## src/rtl/memory_pkg.sv

```systemverilog
// Shared types and constants for the instruction-memory side of the core:
// the fetch queue entry, the fetch control states and the PC step helper.
package memory_pkg;

   localparam logic [31:0] RESET_PC_DEFAULT = 32'h0000_0000;
   localparam logic [31:0] INSTR_BYTES      = 32'd4;

   typedef struct packed {
      logic [31:0] pc;
      logic [31:0] instr;
   } fetch_entry_t;

   typedef enum logic [0:0] {
      S_RUN  = 1'b0,
      S_HALT = 1'b1
   } fetch_state_e;

   // Sequential PC; wraps naturally at 32 bits (FFFF_FFFC -> 0000_0000).
   function automatic logic [31:0] next_pc(input logic [31:0] pc);
      return pc + INSTR_BYTES;
   endfunction

endpackage

```

## src/rtl/fetch_fifo.sv

```systemverilog
// Fetch queue: small circular buffer of {pc, instr} entries between fetch and
// decode. Flush has priority over push/pop and empties the queue in one cycle.
// Storage is not reset; only pointers and count are.
module fetch_fifo
   import memory_pkg::*;
#(
   parameter int DEPTH = 2
) (
   input  logic                           clk,
   input  logic                           rst_n,
   input  logic                           push,
   input  logic                           pop,
   input  logic                           flush,
   input  fetch_entry_t                   wdata,
   output fetch_entry_t                   rdata,
   output logic [$clog2(DEPTH+1)-1:0]     count
);

   localparam int PTR_W = (DEPTH > 1) ? $clog2(DEPTH) : 1;
   localparam logic [PTR_W-1:0] LAST = PTR_W'(DEPTH - 1);

   fetch_entry_t     mem [DEPTH];
   logic [PTR_W-1:0] wr_ptr;
   logic [PTR_W-1:0] rd_ptr;

   // Pointers wrap modulo DEPTH, also for non-power-of-two depths.
   function automatic logic [PTR_W-1:0] wrap_inc(input logic [PTR_W-1:0] p);
      return (p == LAST) ? '0 : p + 1'b1;
   endfunction

   // Pointer and occupancy control; flush clears the queue outright.
   always_ff @(posedge clk or negedge rst_n) begin
      if (!rst_n) begin
         wr_ptr <= '0;
         rd_ptr <= '0;
         count  <= '0;
      end else if (flush) begin
         wr_ptr <= '0;
         rd_ptr <= '0;
         count  <= '0;
      end else begin
         if (push) wr_ptr <= wrap_inc(wr_ptr);
         if (pop)  rd_ptr <= wrap_inc(rd_ptr);
         case ({push, pop})
            2'b10:   count <= count + 1'b1;
            2'b01:   count <= count - 1'b1;
            default: count <= count;
         endcase
      end
   end

   // Entry storage, written at the tail on every accepted push.
   always_ff @(posedge clk) begin
      if (push && !flush) mem[wr_ptr] <= wdata;
   end

   assign rdata = mem[rd_ptr];

endmodule

```

## src/rtl/fetch_unit.sv

```systemverilog
// Program counter and instruction fetch stage. Drives the ROM address straight
// from the PC register, captures the combinational ROM word in the same cycle
// and queues {pc, instr} for decode. A redirect flushes the queue and reloads
// the PC. Optional feature macro: FETCH_MISALIGN_TRAP_EN (misaligned redirect
// halts fetch and raises the sticky misalign_o flag).
module fetch_unit
   import memory_pkg::*;
#(
   parameter logic [31:0] RESET_PC   = RESET_PC_DEFAULT,
   parameter int          FIFO_DEPTH = 2
) (
   input  logic        clk_i,
   input  logic        arst_n_i,
   output logic [31:0] imem_addr_o,
   input  logic [31:0] imem_data_i,
   input  logic        redirect_valid_i,
   input  logic [31:0] redirect_pc_i,
   output logic        dec_valid_o,
   input  logic        dec_ready_i,
   output logic [31:0] dec_pc_o,
   output logic [31:0] dec_instr_o,
   output logic        misalign_o
);

   localparam int CNT_W = $clog2(FIFO_DEPTH + 1);
   localparam logic [CNT_W-1:0] FULL_CNT = CNT_W'(FIFO_DEPTH);

   logic [31:0]      pc_q;
   logic [31:0]      pc_d;
   fetch_state_e     state_q;
   fetch_state_e     state_d;
   logic             push;
   logic             pop;
   logic [CNT_W-1:0] count;
   fetch_entry_t     head;
   fetch_entry_t     tail;
   logic [31:0]      target;
   logic             misaligned;

`ifdef FETCH_MISALIGN_TRAP_EN
   assign misaligned = |redirect_pc_i[1:0];
   assign target     = redirect_pc_i;
   assign misalign_o = (state_q == S_HALT);
`else
   logic unused_pc_lsb;
   assign unused_pc_lsb = ^redirect_pc_i[1:0];
   assign misaligned    = 1'b0;
   assign target        = {redirect_pc_i[31:2], 2'b00};
   assign misalign_o    = 1'b0;
`endif

   assign imem_addr_o = pc_q;
   assign dec_valid_o = (count != '0);
   assign pop         = dec_valid_o & dec_ready_i;
   // A full queue still accepts a new entry when the head leaves this cycle.
   assign push        = (state_q == S_RUN) & ~redirect_valid_i & ((count < FULL_CNT) | pop);
   assign tail        = '{pc: pc_q, instr: imem_data_i};

   // Outputs read as zero while the queue is empty.
   assign dec_pc_o    = dec_valid_o ? head.pc    : 32'h0;
   assign dec_instr_o = dec_valid_o ? head.instr : 32'h0;

   fetch_fifo #(
      .DEPTH (FIFO_DEPTH)
   ) u_fifo (
      .clk   (clk_i),
      .rst_n (arst_n_i),
      .push  (push),
      .pop   (pop),
      .flush (redirect_valid_i),
      .wdata (tail),
      .rdata (head),
      .count (count)
   );

   // Next PC and state: redirect wins, otherwise advance only on a push.
   always_comb begin
      state_d = state_q;
      pc_d    = pc_q;
      if (redirect_valid_i) begin
         pc_d = target;
         if (state_q == S_RUN && misaligned) state_d = S_HALT;
      end else if (push) begin
         pc_d = next_pc(pc_q);
      end
   end

   // PC and fetch state registers; halt is left only through reset.
   always_ff @(posedge clk_i or negedge arst_n_i) begin
      if (!arst_n_i) begin
         pc_q    <= RESET_PC;
         state_q <= S_RUN;
      end else begin
         pc_q    <= pc_d;
         state_q <= state_d;
      end
   end

endmodule

```

## config.mk

```make
export PLATFORM = sky130hd
export DESIGN_NAME = fetch_unit
export DESIGN_NICKNAME = d
export VERILOG_FILES = /design/src/rtl/memory_pkg.sv /design/src/rtl/fetch_fifo.sv /design/src/rtl/fetch_unit.sv
export SDC_FILE = /design/constraint.sdc
export NUM_CORES = 1
export LEC_CHECK = 0
export CORE_MARGIN = 2
export CORE_UTILIZATION = 54
export CTS_CLUSTER_DIAMETER = 30
export DETAILED_ROUTE_END_ITERATION = 8
export PLACE_DENSITY = 0.83
export REMOVE_ABC_BUFFERS = 1
export SLEW_MARGIN = 25
export SYNTH_ARGS = -nofsm -noshare
export SYNTH_HDL_FRONTEND = slang
export SYNTH_HIERARCHICAL = 1
export SYNTH_SLANG_ARGS = --single-unit
export TNS_END_PERCENT = 100
```

## constraint.sdc

```tcl
create_clock -name clk_i -period 14.6 [get_ports clk_i]
set_clock_uncertainty 0.05 [all_clocks]
set_input_delay 1.46 -clock clk_i [delete_from_list [all_inputs] [get_ports clk_i]]
set_output_delay 1.46 -clock clk_i [all_outputs]
set_load 0.05 [all_outputs]
```

==> flow_metrics.tcl <==
set metrics [dict create \
    relSlewSlack_pct 40.2 \
    status "finished clean" \
    coreArea_sq_um 13200 \
    p_per_area_nw_per_um2 149 \
    antenna-diode-count 0 \
    drive_gt1_share_pct 15.2 \
    grt_antenna_before_repair 0 \
    final-max-slew-violation-count 0 \
    crit_path_end_kind "output port" \
    place_inst 821 \
    avgViaCountPerCell 5.50 \
    numPortBuffers 160 \
    ant_nets 0 \
    grt_pass1_vias 4539 \
    cts-hold-fix-buffers 0 \
    core.rowCount 42 \
    final-setup-viol-count 0 \
    rsz0062_at_grt "false" \
    crit_arrival_ps 2760 \
    p_leak_nw 3.40 \
    synth_top_area_cell "edfxtp_1" \
    hold_path_class "flop to flop" \
    grt-ovfl-total 0 \
    vdd_drop_max_v 0.0000801 \
    dp_hpwl_um 9680 \
    cts_max_level 4 \
    setup_tns_ps 0 \
    drc 0 \
    drt_iter0_markers 312 \
    synth-main-ff-cell "edfxtp_1" \
    worst_slew_pin_slew_ps 897 \
    ys_ff_latch 162 \
    synthDistinctLibCells 46 \
    dr_total_vias 4699 \
    start_kind "flop" \
    synthArstFlopShare_pct 21.0 \
    p_seq_share_pct 39.2 \
    cp_max_fo 65 \
    fin_cells 854 \
    p_int_mw 0.945 \
    grtUsageTotal_pct 21.2 \
    firstDrtPassIters 5 \
    clock_latency_ps 410 \
    grt_max_degree 67 \
    worstSetupPathType "flop to output port" \
    hold_violations 0 \
    cts_sinks 162 \
    postCtsSetupBuffers 0 \
    place_congestion 0.828 \
    cts_root_buf "clkbuf_16" \
    ys_seq_area_share_pct 64.5 \
    clkTransAtPathRegs_ps 60 \
    area.sequential_sq_um 4700 \
    switching_share_pct 33.7 \
    layout.nets 734 \
    maxCapViolCount 0 \
    die_area_sq_um 14400 \
    cts_buffers 17 \
    multi_input_area_sq_um 2440 \
    synth-edff-count 128 \
    syn_area_per_cell_sq_um 14.4 \
    initial_core_util_pct 55.2 \
    period_minus_slack_ps 4270 \
    p_comb_share_pct 32.5 \
    critPathRequiredTime_ps 13090 \
    switching_power_mw 0.480 \
    routed_wl_um 15100 \
    synthTopCellsByArea "edfxtp_1 53%, dfrtp_1 12%, mux2_4 10%, and2_1 5.8%, mux2_2 2.2%" \
    ys_top_cells_by_count "128 x edfxtp_1, 67 x and2_1, 50 x mux2_4" \
    detail_route.wl_per_cell_um 17.7 \
    cts_tree "built" \
    yosys_warnings 6 \
    clock_path_buffers 2 \
    synth_area_sq_um 7280 \
    syn_to_final_growth_pct 31.3 \
    synth_top_cell_area_share_pct 52.8 \
    syn_inst 505 \
    grt_pass1_wl_um 23200 \
    fmax_ghz 0.234 \
    synth_most_common_cell "edfxtp_1" \
    die_x_um 120 \
    fillers 848 \
    clkPwrFrac_pct 28.3 \
    ioPinCount 166 \
    die_h_um 120 \
    finalCritPeriodShare_pct 29.2 \
    cts_resized 0 \
]
critical path: stages (launching register included):
cell and delay, ps:
dfrtp_4 400, buf_6 620, mux2_2 420, and2_1 140, clkdlybuf4s50_1 690
final cells by class:
cell class              instances  area share (%)
clock buffers                  19            4.53
clock inverters                13            1.16
inverters                       4           0.157
multi-input cells             316            25.6
flip-flops and latches        162            49.1
well taps                     176            2.30
repair buffers                164            17.2
final timing paths:
| kind | startpoint | end | slack, ps | depth (start not counted) |
|---|---|---|---|---|
| min reg2reg | imem_addr_o[31]$_DFFE_PN0P_ | u_fifo/mem[1][63]$_DFFE_PP_ | 490 | 0 |
| min in group asynchronous | arst_n_i | imem_addr_o[19]$_DFFE_PN0P_ | 1110 | 1 |
| max in group asynchronous | arst_n_i | u_fifo/rd_ptr$_DFFE_PN0P_ | 12720 | 1 |
| max | u_fifo/rd_ptr$_DFFE_PN0P_ | dec_pc_o[16] | 10330 | 4 |
| max reg2reg | u_fifo/count[1]$_DFFE_PN0P_ | u_fifo/mem[0][29]$_DFFE_PP_ | 11720 | 4 |
| min | imem_addr_o[31]$_DFFE_PN0P_ | u_fifo/mem[1][63]$_DFFE_PP_ | 490 | 0 |
power groups by stage:
stage	registers, mW	logic [mW]	clock network (mW)
floorplan	0.606	0.276	0
global placement	0.564	0.460	0
detailed placement	0.568	0.463	0
CTS	0.558	0.464	0.412
global route	0.562	0.484	0.430
finish	0.558	0.463	0.404
layer usage:
layer	vias up	share of wire, %	track usage (%)	routed length, um
li1	2203	-	-	-
met1	2286	42	26.9	6300
met2	185	50	35.1	7580
met3	25	6.3	4.99	952
met4	0	2.0	8.46	303
met5	-	0	0	0
state kept, by name (all words and copies together), names as in the netlist:
signal         flops
imem_addr_o       30
u_fifo/mem       128
u_fifo/rd_ptr      1
u_fifo/count       2
u_fifo/wr_ptr      1
cell families (layout without fill, tap and decap cells):
logic type | after synthesis | after routing | synth area share (%)
muxes | 65 | 65 | 12.6
other | 1 | 7 | 0.0515
adders and majority gates | 1 | 1 | 0.172
DFF | 162 | 162 | 64.5
xor gates and xnor gates | 14 | 14 | 1.68
buffers and inverters | 33 | 200 | 2.53
AOI/OAI and AO/OA | 46 | 46 | 4.04
and+or+nand+nor | 183 | 183 | 14.5
through the flow:
| step | hold slack [ps] | power (mW) | utilization, % | setup WS [ps] | area [sq um] |
|---|---|---|---|---|---|
| after floorplan | 467 | 0.882 | - | 7430 | 7140 |
| after global placement | 454 | 1.02 | 68.1 | 9980 | 8990 |
| after detailed placement | 475 | 1.03 | 68.2 | 9900 | 8990 |
| after CTS | 482 | 1.43 | 72.3 | 10310 | 9540 |
| after global routing | 524 | 1.48 | 72.5 | 10260 | 9570 |
| final | 486 | 1.42 | 72.5 | 10330 | 9570 |
cell usage in the layout (no fill, tap or decap), drive strengths merged, types with 4 or more instances in the layout:
master	count
xor2	6
nand2	28
and2	67
clkinv	6
clkbuf	20
clkinvlp	4
buf	4
nand4	12
conb	7
or4	14
o31ai	10
edfxtp	128
nor3	5
inv	6
clkdlybuf4s50	159
nand3	12
a31oi	13
o21ai	16
mux2	64
xnor2	8
nor2	19
nor4	5
nor3b	4
dfrtp	34
(Power assumes the default switching activity.)
